### config.mk
export PLATFORM = sky130hd
export DESIGN_NAME = dense_neuron_sequencer_flat
export DESIGN_NICKNAME = d
export VERILOG_FILES = /design/src/rtl/dense_neuron_sequencer_pkg.sv /design/src/rtl/dense_neuron_sequencer_if.sv /design/src/rtl/dense_neuron_sequencer_mac_shifter.sv /design/src/rtl/dense_neuron_sequencer.sv /design/src/flat_wrapper.sv
export SDC_FILE = /design/constraint.sdc
export NUM_CORES = 1
export LEC_CHECK = 0
export CAP_MARGIN = 20
export CORE_MARGIN = 2
export CORE_UTILIZATION = 63
export CTS_CLUSTER_DIAMETER = 60
export CTS_CLUSTER_SIZE = 20
export DETAILED_ROUTE_END_ITERATION = 8
export PLACE_DENSITY = 0.84
export SYNTH_ARGS = -nofsm -noshare
export SYNTH_HDL_FRONTEND = slang
export SYNTH_SLANG_ARGS = --single-unit
### constraint.sdc
create_clock -name clk_i -period 5.7 [get_ports clk_i]
set_clock_uncertainty 0.1 [all_clocks]
set_input_delay 1.14 -clock clk_i [delete_from_list [all_inputs] [get_ports clk_i]]
set_output_delay 1.14 -clock clk_i [all_outputs]
set_load 0.03 [all_outputs]
### src/rtl/dense_neuron_sequencer_pkg.sv
// Shared types and constants for the dense-layer neuron sequencer.
package dense_seq_pkg;
    localparam int SHIFT_W = 6;

    typedef enum logic [1:0] {
        IDLE,
        ACCUM,
        OUTPUT
    } dense_seq_state_e;
endpackage

### src/rtl/dense_neuron_sequencer_if.sv
// Activation stream, weight ROM, control and result handshake bundle.
// master = upstream/downstream environment, slave = the sequencer.
interface dense_neuron_sequencer_if #(
    parameter int N     = 16,
    parameter int CNT_W = 10
);
    import dense_seq_pkg::*;

    logic                      start_i;
    logic [SHIFT_W-1:0]        shift_i;
    logic signed [2*N-1:0]     bias_i;
    logic                      busy_o;
    logic signed [N-1:0]       data_i;
    logic                      data_valid_i;
    logic                      data_ready_o;
    logic [CNT_W-1:0]          weight_addr_o;
    logic signed [N-1:0]       weight_i;
    logic signed [2*N-1:0]     result_o;
    logic                      result_valid_o;
    logic                      result_ready_i;

    modport master (
        output start_i, shift_i, bias_i, data_i, data_valid_i, weight_i, result_ready_i,
        input  busy_o, data_ready_o, weight_addr_o, result_o, result_valid_o
    );

    modport slave (
        input  start_i, shift_i, bias_i, data_i, data_valid_i, weight_i, result_ready_i,
        output busy_o, data_ready_o, weight_addr_o, result_o, result_valid_o
    );
endinterface

### src/rtl/dense_neuron_sequencer_mac_shifter.sv
// Registered multiply, arithmetic right shift, accumulate; 2N-bit modular sum.
module mac_shifter
    import dense_seq_pkg::*;
#(
    parameter int N = 16
) (
    input  logic                  clk_i,
    input  logic                  rst_i,
    input  logic                  en_i,
    input  logic signed [N-1:0]   value_i,
    input  logic signed [N-1:0]   mult_i,
    input  logic [SHIFT_W-1:0]    shift_i,
    input  logic signed [2*N-1:0] add_i,
    output logic signed [2*N-1:0] mac_o
);
    logic signed [2*N-1:0] value_ext;
    logic signed [2*N-1:0] mult_ext;
    logic signed [2*N-1:0] prod;
    logic signed [2*N-1:0] prod_sh;

    // Explicit sign extension keeps the full-width product signed.
    assign value_ext = {{N{value_i[N-1]}}, value_i};
    assign mult_ext  = {{N{mult_i[N-1]}}, mult_i};
    assign prod      = value_ext * mult_ext;
    assign prod_sh   = prod >>> shift_i;

    always_ff @(posedge clk_i or posedge rst_i) begin
        if (rst_i) begin
            mac_o <= '0;
        end else if (en_i) begin
            mac_o <= add_i + prod_sh;
        end
    end
endmodule

### src/rtl/dense_neuron_sequencer.sv
// One dense-layer neuron: streams activations against ROM weights through a MAC.
// Build option DENSE_SEQ_RELU_EN clamps negative results to zero at the output.
//
// state  | meaning
// IDLE   | waiting for start; ROM address parked at 0 to prefetch weight 0
// ACCUM  | accepting activations, one MAC per handshake
// OUTPUT | final accumulator presented until result_ready_i
module dense_neuron_sequencer
    import dense_seq_pkg::*;
#(
    parameter int N        = 16,
    parameter int IN_COUNT = 784,
    parameter int CNT_W    = $clog2(IN_COUNT)
) (
    input  logic                 clk_i,
    input  logic                 rst_i,
    dense_neuron_sequencer_if.slave bus
);
    dense_seq_state_e      state;
    dense_seq_state_e      state_nxt;
    logic [CNT_W-1:0]      idx;
    logic [SHIFT_W-1:0]    shift_q;
    logic signed [2*N-1:0] bias_q;
    logic signed [2*N-1:0] mac;
    logic signed [2*N-1:0] mac_add;
    logic signed [2*N-1:0] out_val;
    logic                  data_ready;
    logic                  hs;
    logic                  last;

    assign data_ready = (state == ACCUM);
    assign hs         = bus.data_valid_i & data_ready;
    assign last       = (idx == CNT_W'(IN_COUNT - 1));

    always_ff @(posedge clk_i or posedge rst_i) begin
        if (rst_i) begin
            state <= IDLE;
        end else begin
            state <= state_nxt;
        end
    end

    always_comb begin
        state_nxt = state;
        case (state)
            IDLE:    if (bus.start_i)              state_nxt = ACCUM;
            ACCUM:   if (hs && last)               state_nxt = OUTPUT;
            OUTPUT:  if (bus.result_ready_i)       state_nxt = IDLE;
            default:                               state_nxt = IDLE;
        endcase
    end

    // Index wraps to 0 on the final handshake so the address is already parked for the next pass.
    always_ff @(posedge clk_i or posedge rst_i) begin
        if (rst_i) begin
            idx <= '0;
        end else if (state != ACCUM) begin
            idx <= '0;
        end else if (hs) begin
            idx <= last ? '0 : idx + CNT_W'(1);
        end
    end

    always_ff @(posedge clk_i or posedge rst_i) begin
        if (rst_i) begin
            shift_q <= '0;
            bias_q  <= '0;
        end else if (state == IDLE && bus.start_i) begin
            shift_q <= bus.shift_i;
            bias_q  <= bus.bias_i;
        end
    end

    // Bias seeds the first term, so no separate accumulator clear is needed.
    assign mac_add = (idx == '0) ? bias_q : mac;

    mac_shifter #(.N(N)) u_mac (
        .clk_i   (clk_i),
        .rst_i   (rst_i),
        .en_i    (hs),
        .value_i (bus.data_i),
        .mult_i  (bus.weight_i),
        .shift_i (shift_q),
        .add_i   (mac_add),
        .mac_o   (mac)
    );

`ifdef DENSE_SEQ_RELU_EN
    assign out_val = mac[2*N-1] ? '0 : mac;
`else
    assign out_val = mac;
`endif

    assign bus.weight_addr_o  = hs ? idx + CNT_W'(1) : idx;
    assign bus.data_ready_o   = data_ready;
    assign bus.busy_o         = (state != IDLE);
    assign bus.result_valid_o = (state == OUTPUT);
    assign bus.result_o       = (state == OUTPUT) ? out_val : '0;
endmodule

### src/flat_wrapper.sv
// flat-port wrapper written by rule: the top's interface ports become plain ports
module dense_neuron_sequencer_flat import dense_seq_pkg::*;
#(
    parameter int N        = 16,
    parameter int IN_COUNT = 784,
    parameter int CNT_W    = $clog2(IN_COUNT)
)
  (clk_i, rst_i, bus_start_i, bus_shift_i, bus_bias_i, bus_data_i, bus_data_valid_i, bus_weight_i, bus_result_ready_i, bus_busy_o, bus_data_ready_o, bus_weight_addr_o, bus_result_o, bus_result_valid_o);
  dense_neuron_sequencer_if #(.N(N), .CNT_W(CNT_W)) bus_i ();
  input  logic clk_i;
  input  logic rst_i;
  input wire logic [$bits(bus_i.start_i)-1:0] bus_start_i;
  input wire logic [$bits(bus_i.shift_i)-1:0] bus_shift_i;
  input wire logic [$bits(bus_i.bias_i)-1:0] bus_bias_i;
  input wire logic [$bits(bus_i.data_i)-1:0] bus_data_i;
  input wire logic [$bits(bus_i.data_valid_i)-1:0] bus_data_valid_i;
  input wire logic [$bits(bus_i.weight_i)-1:0] bus_weight_i;
  input wire logic [$bits(bus_i.result_ready_i)-1:0] bus_result_ready_i;
  output wire logic [$bits(bus_i.busy_o)-1:0] bus_busy_o;
  output wire logic [$bits(bus_i.data_ready_o)-1:0] bus_data_ready_o;
  output wire logic [$bits(bus_i.weight_addr_o)-1:0] bus_weight_addr_o;
  output wire logic [$bits(bus_i.result_o)-1:0] bus_result_o;
  output wire logic [$bits(bus_i.result_valid_o)-1:0] bus_result_valid_o;
  assign bus_i.start_i = bus_start_i;
  assign bus_i.shift_i = bus_shift_i;
  assign bus_i.bias_i = bus_bias_i;
  assign bus_i.data_i = bus_data_i;
  assign bus_i.data_valid_i = bus_data_valid_i;
  assign bus_i.weight_i = bus_weight_i;
  assign bus_i.result_ready_i = bus_result_ready_i;
  assign bus_busy_o = bus_i.busy_o;
  assign bus_data_ready_o = bus_i.data_ready_o;
  assign bus_weight_addr_o = bus_i.weight_addr_o;
  assign bus_result_o = bus_i.result_o;
  assign bus_result_valid_o = bus_i.result_valid_o;
  dense_neuron_sequencer #(.N(N), .IN_COUNT(IN_COUNT), .CNT_W(CNT_W)) u_core (.clk_i(clk_i), .rst_i(rst_i), .bus(bus_i));
endmodule
; ---- Yosys cells after proc, flatten, opt, wreduce, memory -nomap -nowiden
; Cells that the tools add are included.
; W data, S select, Z words.
[word_totals]
reg_bits = 82
in_bits = 75
out_inout_bits = 45
wordCells = 34
[op_classes]
addsub = 2
multipliers = 1
n_eq_ne = 7
shifts = 1
n_mux = 10
bitwise = 1
n_reduce_logical = 7
[op_table]
columns = op, count
row1 = $mux W32, 2
row2 = $mux W10, 4
row3 = $add A32 B32 Y32, 1
row4 = $mul A16 B16 Y32, 1
row5 = $sshr A32 B6 Y32, 1
row6 = $add A10 B1 Y10 const B, 1
row7 = $eq A10 B10 Y1 const B, 1
row8 = $logic_not A10 Y1, 1
row9 = $mux W2, 3
row10 = $ne A2 B2 Y1 const B, 3
row11 = $pmux W2 S3, 1
row12 = $reduce_bool A2 Y1, 2
row13 = $reduce_and A3 Y1, 1
row14 = $eq A2 B1 Y1 const B, 1
row15 = $eq A2 B2 Y1 const B, 1
row16 = $logic_and A1 B1 Y1, 2
row17 = $logic_not A2 Y1, 1
row18 = $ne A2 B1 Y1 const B, 1
row19 = $and A1 B1 Y1, 1

; ---- Longest topological paths before layout
; Gate-level depths: netlist of run 1.
[depth]
ltp_word = 5
ltp_mapped = 41
mapped_depth_nobuf = 38

; ---- Modules after synthesis
; From an unflattened synthesis of run 1, not the netlist that was laid out.
[hier_totals]
hier_cells = 1948
area_unflattened_um2 = 17793.3
[by_module_without_submodules]
columns = mod, n_inst, cells_each, area_each_um2, seq_area_each_um2
row1 = mac_shifter, 1, 1693, 14752.9, 800.8
row2 = dense_neuron_sequencer, 1, 255, 3040.4, 1251.2

; ---- Least setup slack after synthesis of run 1
; Ideal clock, no wire load.
[synth_timing]
path_type = in2reg
from = input port bus_data_i[15]
to = register u_core.u_mac.mac_o[31]
setup_time_ns = 0.064
arrival_ns = 10.115
required_time_ns = 5.536
path_slack_ns = -4.580
cell_stages = 37
path_buffers = 4
cell_sequence = clkbuf_1 nand2_1 inv_1 fa_1 fa_1 fa_1 fa_1 fa_1 inv_1 fa_1 inv_1 ha_1 clkbuf_1 a21oi_1 o21ai_0 a21oi_1 nor3b_1 nand3_2 a2111o_1 and3_1 clkbuf_1 buf_2 and2_1 a211oi_1 o211ai_1 ha_1 nand3_1 nor3_1 a21oi_1 nor3_1 o21ai_1 a41oi_1 a21oi_1 a211o_1 and4_1 a2111oi_0 a21o_1
[synth_between]
elab_chain_len = 3
[synth_lines]
columns = element, line_no
row1 = from (decl), flat_wrapper.sv:15  ; input wire logic [$bits(bus_i.data_i)-1:0] bus_data_i;
row2 = $mul A16 B16 Y32, dense_neuron_sequencer_mac_shifter.sv:24  ; assign prod = value_ext * mult_ext;
row3 = $sshr A32 B6 Y32, dense_neuron_sequencer_mac_shifter.sv:25  ; assign prod_sh = prod >>> shift_i;
row4 = $add A32 B32 Y32, dense_neuron_sequencer_mac_shifter.sv:31  ; mac_o <= add_i + prod_sh;
row5 = to (signal assigned), dense_neuron_sequencer_mac_shifter.sv:31
row6 = to (decl), dense_neuron_sequencer_mac_shifter.sv:14  ; output logic signed [2*N-1:0] mac_o
; No other way between the ends.
; A chain may end at the register's enable or synchronous reset.

; ---- Final worst setup path of run 1
[layout_timing]
from = input port bus_data_i[7]
to = register u_core.u_mac.mac_o[31]
; Same word-level chain as after synthesis.

==> run_results.csv, run 1 <==
group,metric,value,unit
status,status,"complete, but fails checks",
status,violations,"setup timing",
sta,fin_crit,10000,ps
global_route,grt_pass1_vias,19606,
cts,clkSlewWorstSetupHoldPaths,70,ps
worst_setup_path,ff2ff_path_depth,19,
logic_synthesis,yosys.area_share.simple,17.8,%
worst_setup_path,cp_max_fo,10,
cts,cts_num_sinks,82,
global_route,grt_pass1_wl,102000,um
final_layout,syn_to_final_growth,37.6,%
logic_synthesis,syn-num-nets,2480,
cts,cts_buffer_depth,2,
logic_synthesis,synth_ff_type,"dfrtp_1",
logic_synthesis,synth_cells,2027,
min_path,hold_depth,1,
logic_synthesis,synth_seq_area_share,11.6,%
logic_synthesis,ys_types,74,
worst_setup_path,cp_top_family,"adder cells",
worst_setup_path,crit_top_cell,"fa_1",
route,routed_wl,67800,um
route,drt_iter0_drc,2145,
worst_setup_path,slowest_delay,580,ps
min_path,min_from,"u_core.state[1]$_DFFE_PP0P_",
logic_synthesis,ys_warn_count,0,
sta,rsz0062_at_grt,"yes",
final_layout,layout_commonest_cell,"buf_4",
worst_setup_path,cp-end-kind,"flip-flop",
worst_setup_path,cp_slowest_cell,"fa_1",
final_layout,multiInputGateArea,0.0156,mm2
sta,worst-slew-pin-transition,969,ps
sta,finalMaxSlewViolations,0,
final_layout,register_area,0.00205,mm2
worst_setup_path,path_buf_inv,8,
worst_setup_path,critical_path_class,"primary input to flip-flop",
die,dieArea,0.0294,mm2
logic_synthesis,syn_avg_cell_area,8.73,um2
route,drc,0,
sta,relSlewSlack,35.1,%
sta,hold_viol,0,
final_layout,layout-drive-gt1-share,34.7,%
worst_setup_path,worstPathArrival,10190,ps
logic_synthesis,yosys_register_bits,82,
worst_setup_path,startpoint_type,"primary input",
cts,h-tree-depth,3,
min_path,hp-class,"flip-flop to flip-flop",
final_layout,final_cell_mix,"403 x buf_4, 287 x inv_1, 237 x fa_1",
final_layout,fill_cells,1268,
min_path,holdPathEnd,"u_core.state[0]$_DFFE_PP0P_",
placed_design,io_buffers,119,
logic_synthesis,synthAdderAreaFrac,37.9,%
sta,finalSetupViolCount,32,
die,dieWidth,172,um
sta,fmax,100,MHz
logic_synthesis,synth-edff-count,0,
cts,cts_root_buf,"clkbuf_16",
logic_synthesis,synth_xor_area_share,3.42,%
die,ios,120,
cts,cts_hold_buf,0,
route,via_count,18365,
route,first_pass_iters,6,
final_layout,final_nets,2963,
die,die_h,172,um
cts,cts_tree,"done",
worst_setup_path,rrSetupSlack,580,ps
final_layout,post-route-util,87.8,%
global_route,grt_max_degree,55,
route,viasPerCell,6.35,
global_route,grt_use_total,45.0,%
flow_run,cap_violations,0,
cts,clk_latency,360,ps
route,drtAntennaViolNets,0,
logic_synthesis,async_reset_ff_share,100,%
placed_design,dpl.hpwl,44900,um
worst_setup_path,timing.rr.end,"u_core.u_mac.mac_o[31]$_DFFE_PP0P_",
worst_setup_path,reg2reg_from,"u_core.shift_q[0]$_DFFE_PP0P_",
logic_synthesis,synthMuxAreaShare,8.02,%
sta,fin_crit_sh,175,%
logic_synthesis,synth_compound_area_share,12.6,%
worst_setup_path,crit_required,5900,ps
logic_synthesis,syn_area,0.0177,mm2
cts,cts_buffers,9,
route,routedWlPerCell,23.4,um
placed_design,routabilityCongestion,0.973,
global_route,antenna_found_initial,2,
sta,hold_ws,368,ps
global_route,grt-ovfl-total,0,
sta,fin_ws,-4300,ps
die,start_util,63.8,%
die,num_rows,61,
logic_synthesis,synth_top_family_by_area,"adder cells",
die,core-area,0.0277,mm2
[how the worst max path moves through the flow]
stage	startpoint	end	slack [ps]	cells after the start
global placement	bus_data_i[7]	u_core.u_mac.mac_o[24]$_DFFE_PP0P_	-4850	39
CTS	bus_weight_i[4]	u_core.u_mac.mac_o[22]$_DFFE_PP0P_	-3970	39
global route	bus_data_i[7]	u_core.u_mac.mac_o[24]$_DFFE_PP0P_	-4550	39
floorplan	bus_weight_i[3]	u_core.u_mac.mac_o[31]$_DFFE_PP0P_	-3750	36
detailed placement	bus_data_i[7]	u_core.u_mac.mac_o[24]$_DFFE_PP0P_	-5020	39
finish	bus_data_i[7]	u_core.u_mac.mac_o[31]$_DFFE_PP0P_	-4300	38
[cell usage after synthesis (6+ instances only)]
cell type / count / share of area (%)
or2_2: 6 / 0.21
o31ai_1: 9 / 0.38
inv_1: 310 / 6.6
a31oi_1: 17 / 0.60
o211ai_1: 8 / 0.34
nand2b_1: 17 / 0.60
dfrtp_1: 82 / 12
o21ai_1: 8 / 0.23
mux2i_1: 27 / 1.5
and2_1: 173 / 6.1
buf_1: 8 / 0.17
mux4_2: 13 / 1.7
nor3_1: 29 / 0.82
ha_1: 115 / 8.1
clkbuf_1: 82 / 1.7
mux2_2: 76 / 4.8
nand2_1: 232 / 4.9
nor2_1: 96 / 2.0
o221ai_1: 6 / 0.30
o21ai_0: 72 / 2.0
xor2_1: 27 / 1.3
nor2b_1: 8 / 0.28
xnor2_1: 42 / 2.1
a211oi_1: 25 / 1.1
nand3_1: 29 / 0.82
a21oi_1: 80 / 2.3
a221oi_1: 7 / 0.35
a21o_1: 34 / 1.4
a211o_1: 10 / 0.50
fa_1: 263 / 30
and3_1: 13 / 0.46
o21a_1: 9 / 0.38
[cells by family after synthesis]
group | count (synthesis)
flip-flops | 82
adder cells (fa/ha/maj) | 378
AO/OA/AOI/OAI | 337
buffers and inverters | 406
AND/OR/NAND/NOR | 639
multiplexers | 116
XOR/XNOR | 69
[routing by layer]
| metal | up-vias | track usage (%) | wire length [um] |
|---|---|---|---|
| li1 | 7583 | - | - |
| met1 | 8891 | 51.3 | 23200 |
| met2 | 1359 | 78.1 | 33000 |
| met3 | 530 | 8.56 | 6300 |
| met4 | 2 | 28.0 | 5290 |
| met5 | - | 0 | 18 |
[flip-flops by register name, indices dropped and copies added (netlist names)]
signal	count
u_core.shift_q	6
u_core.state	2
u_core.bias_q	32
u_core.idx	10
u_core.u_mac.mac_o	32
[cell type report]
cell class | instances | area share [%]
multi-input cells | 1539 | 64.0
repair buffers | 566 | 19.4
flip-flops and latches | 82 | 8.43
inverters | 312 | 4.83
well taps | 378 | 1.94
clock buffers | 9 | 0.926
clock inverters | 7 | 0.442
diodes | 1 | 0.0103
[through the flow]
stage / cell area, um2 / worst slack (ps) / TNS (ps) / instances
finish: 24300 / -4300 / -115880 / 2894
global route: 24300 / -4550 / -123640 / 2893
floorplan: 18200 / -3750 / -92840 / 2027
global placement: 22100 / -4850 / -132750 / 2788
CTS: 23800 / -3970 / -106860 / 2875
detailed placement: 22100 / -5020 / -139000 / 2788
[what timing repair did]
item / CTS / global route
endpoints found under the setup margin: 32 / 32
buffers inserted: 68 / 21
cloned: 6 / 0
gates resized for setup: 334 / 109
pin swaps: 147 / 115
Power of run 1 is not shown: default switching activity piles up to over one toggle a cycle in this logic, so the estimate is an artifact.
==> inputs of run 2 (changes only) <==
Settings changed: CORE_UTILIZATION 63 to 65, DONT_BUFFER_PORTS from default to 1, GPL_ROUTABILITY_DRIVEN from default to 0, PLACE_DENSITY 0.84 to 0.81.
Clock period 5.7 ns to 9.6 ns, I/O delays scaled along.
==> run_results.csv, run 2 (synthesis results as in run 1) <==
group,metric,value,unit
status,status,"complete, but fails checks",
status,violations,"DRC, setup timing",
global_route,antenna_found_initial,0,
die,ios,120,
sta,relSlewSlack,23.6,%
worst_setup_path,reg2reg_from,"u_core.shift_q[3]$_DFFE_PP0P_",
worst_setup_path,crit_required,9740,ps
global_route,grt_max_degree,73,
route,routedWlPerCell,20.9,um
final_layout,final_nets,2679,
cts,clk_latency,360,ps
final_layout,fin_cells,2572,
sta,fin_crit_sh,109,%
route,drc,26,
worst_setup_path,startpoint_type,"primary input",
sta,fmax,95.2,MHz
cts,cts_root_buf,"clkbuf_16",
sta,fin_ws,-910,ps
global_route,grt_use_total,35.6,%
sta,hold_viol,0,
route,first_pass_iters,9,
cts,cts_hold_buf,0,
worst_setup_path,slowest_delay,550,ps
die,num_rows,60,
cts,h-tree-depth,3,
worst_setup_path,cp_max_fo,16,
die,dieArea,0.0286,mm2
placed_design,dpl.hpwl,37600,um
final_layout,reg_top3,"u_core.bias_q x32, u_core.u_mac.mac_o x32, u_core.idx x10",
cts,cts_buffer_depth,2,
cts,cts_tree,"done",
placed_design,dp_cells,2512,
route,viasPerCell,6.52,
final_layout,layout-drive-gt1-share,26.6,%
placed_design,io_buffers,0,
sta,hold_ws,369,ps
worst_setup_path,worstPathArrival,10650,ps
min_path,min_from,"u_core.state[1]$_DFFE_PP0P_",
route,drtAntennaViolNets,0,
sta,rsz0062_at_grt,"yes",
die,dieWidth,169,um
global_route,grt-ovfl-total,0,
route,routed_wl,53800,um
worst_setup_path,critical_path_class,"primary input to flip-flop",
final_layout,final_cell_mix,"296 x inv_1, 271 x buf_4, 249 x fa_1",
die,core-area,0.0268,mm2
cts,cts_num_sinks,82,
worst_setup_path,cp-end-kind,"flip-flop",
route,drt_iter0_drc,2181,
sta,finalMaxSlewViolations,0,
flow_run,cap_violations,0,
sta,finalSetupViolCount,24,
final_layout,antenna_cells,0,
final_layout,syn_to_final_growth,20.4,%
sta,worst-slew-pin-transition,1150,ps
die,die_h,169,um
cts,cts_buffers,9,
global_route,grt_pass1_vias,17050,
die,start_util,66.0,%
global_route,grt_pass1_wl,82600,um
route,via_count,16762,
min_path,hp-class,"flip-flop to flip-flop",
sta,fin_crit,10510,ps
worst_setup_path,cp_slowest_cell,"fa_1",
worst_setup_path,cp-startpoint,"bus_weight_i[4]",
cts,clkSlewWorstSetupHoldPaths,70,ps
final_layout,layout_commonest_cell,"inv_1",
[run 2: worst paths after layout]
check                                                     end  slack [ps]  depth (start not counted)
min in group asynchronous           u_core.idx[6]$_DFFE_PP0P_        1230                          1
max in group asynchronous       u_core.shift_q[3]$_DFFE_PP0P_        6970                          2
min                               u_core.state[0]$_DFFE_PP0P_         370                          1
max reg2reg                u_core.u_mac.mac_o[26]$_DFFE_PP0P_        3940                         17
min reg2reg                       u_core.state[0]$_DFFE_PP0P_         370                          1
max                        u_core.u_mac.mac_o[29]$_DFFE_PP0P_        -910                         35
[run 2: area by class of cell]
type	instances	area (um2)
Timing Repair Buffer	282	2180
Multi-Input combinational cell	1539	15100
Sequential cell	82	2050
Tap cell	341	427
Inverter	312	1170
Clock buffer	9	225
Fill cell	1572	5510
Clock inverter	7	105
[run 2: critical path: cells and delay by family]
| family | cells | cell delay, ps |
|---|---|---|
| AND/OR/NAND/NOR | 5 | 520 |
| multiplexers | 2 | 830 |
| XOR/XNOR | 1 | 170 |
| buffers and inverters | 4 | 280 |
| AO/OA/AOI/OAI | 15 | 3340 |
| adder cells (fa/ha/maj) | 8 | 3570 |
[run 2: layer usage]
layer  wire length (um)  track usage [%]  up-vias
met1              19600             45.6     8120
met4               3350             13.3        0
met2              25300             59.8     1202
li1                   -                -     7010
met3               5470             7.60      430
met5                  0                0        -
[run 2: repair_timing]
action                                  CTS  global route
gates resized for setup                  64           121
setup buffers                            21            26
pin swaps                                39           105
endpoints found under the setup margin   19            25
[run 2: per-stage QoR]
step	area, um2	TNS [ps]	utilization [%]	setup slack [ps]
after floorplan	18100	-2730	-	-627
after global placement	19900	-12650	74.1	-970
after detailed placement	19900	-16870	74.1	-1180
after CTS	20600	-4160	77.0	-457
after global routing	21300	-17140	79.5	-1110
final	21300	-12550	79.5	-910
Power of run 2 is left out for the same reason.
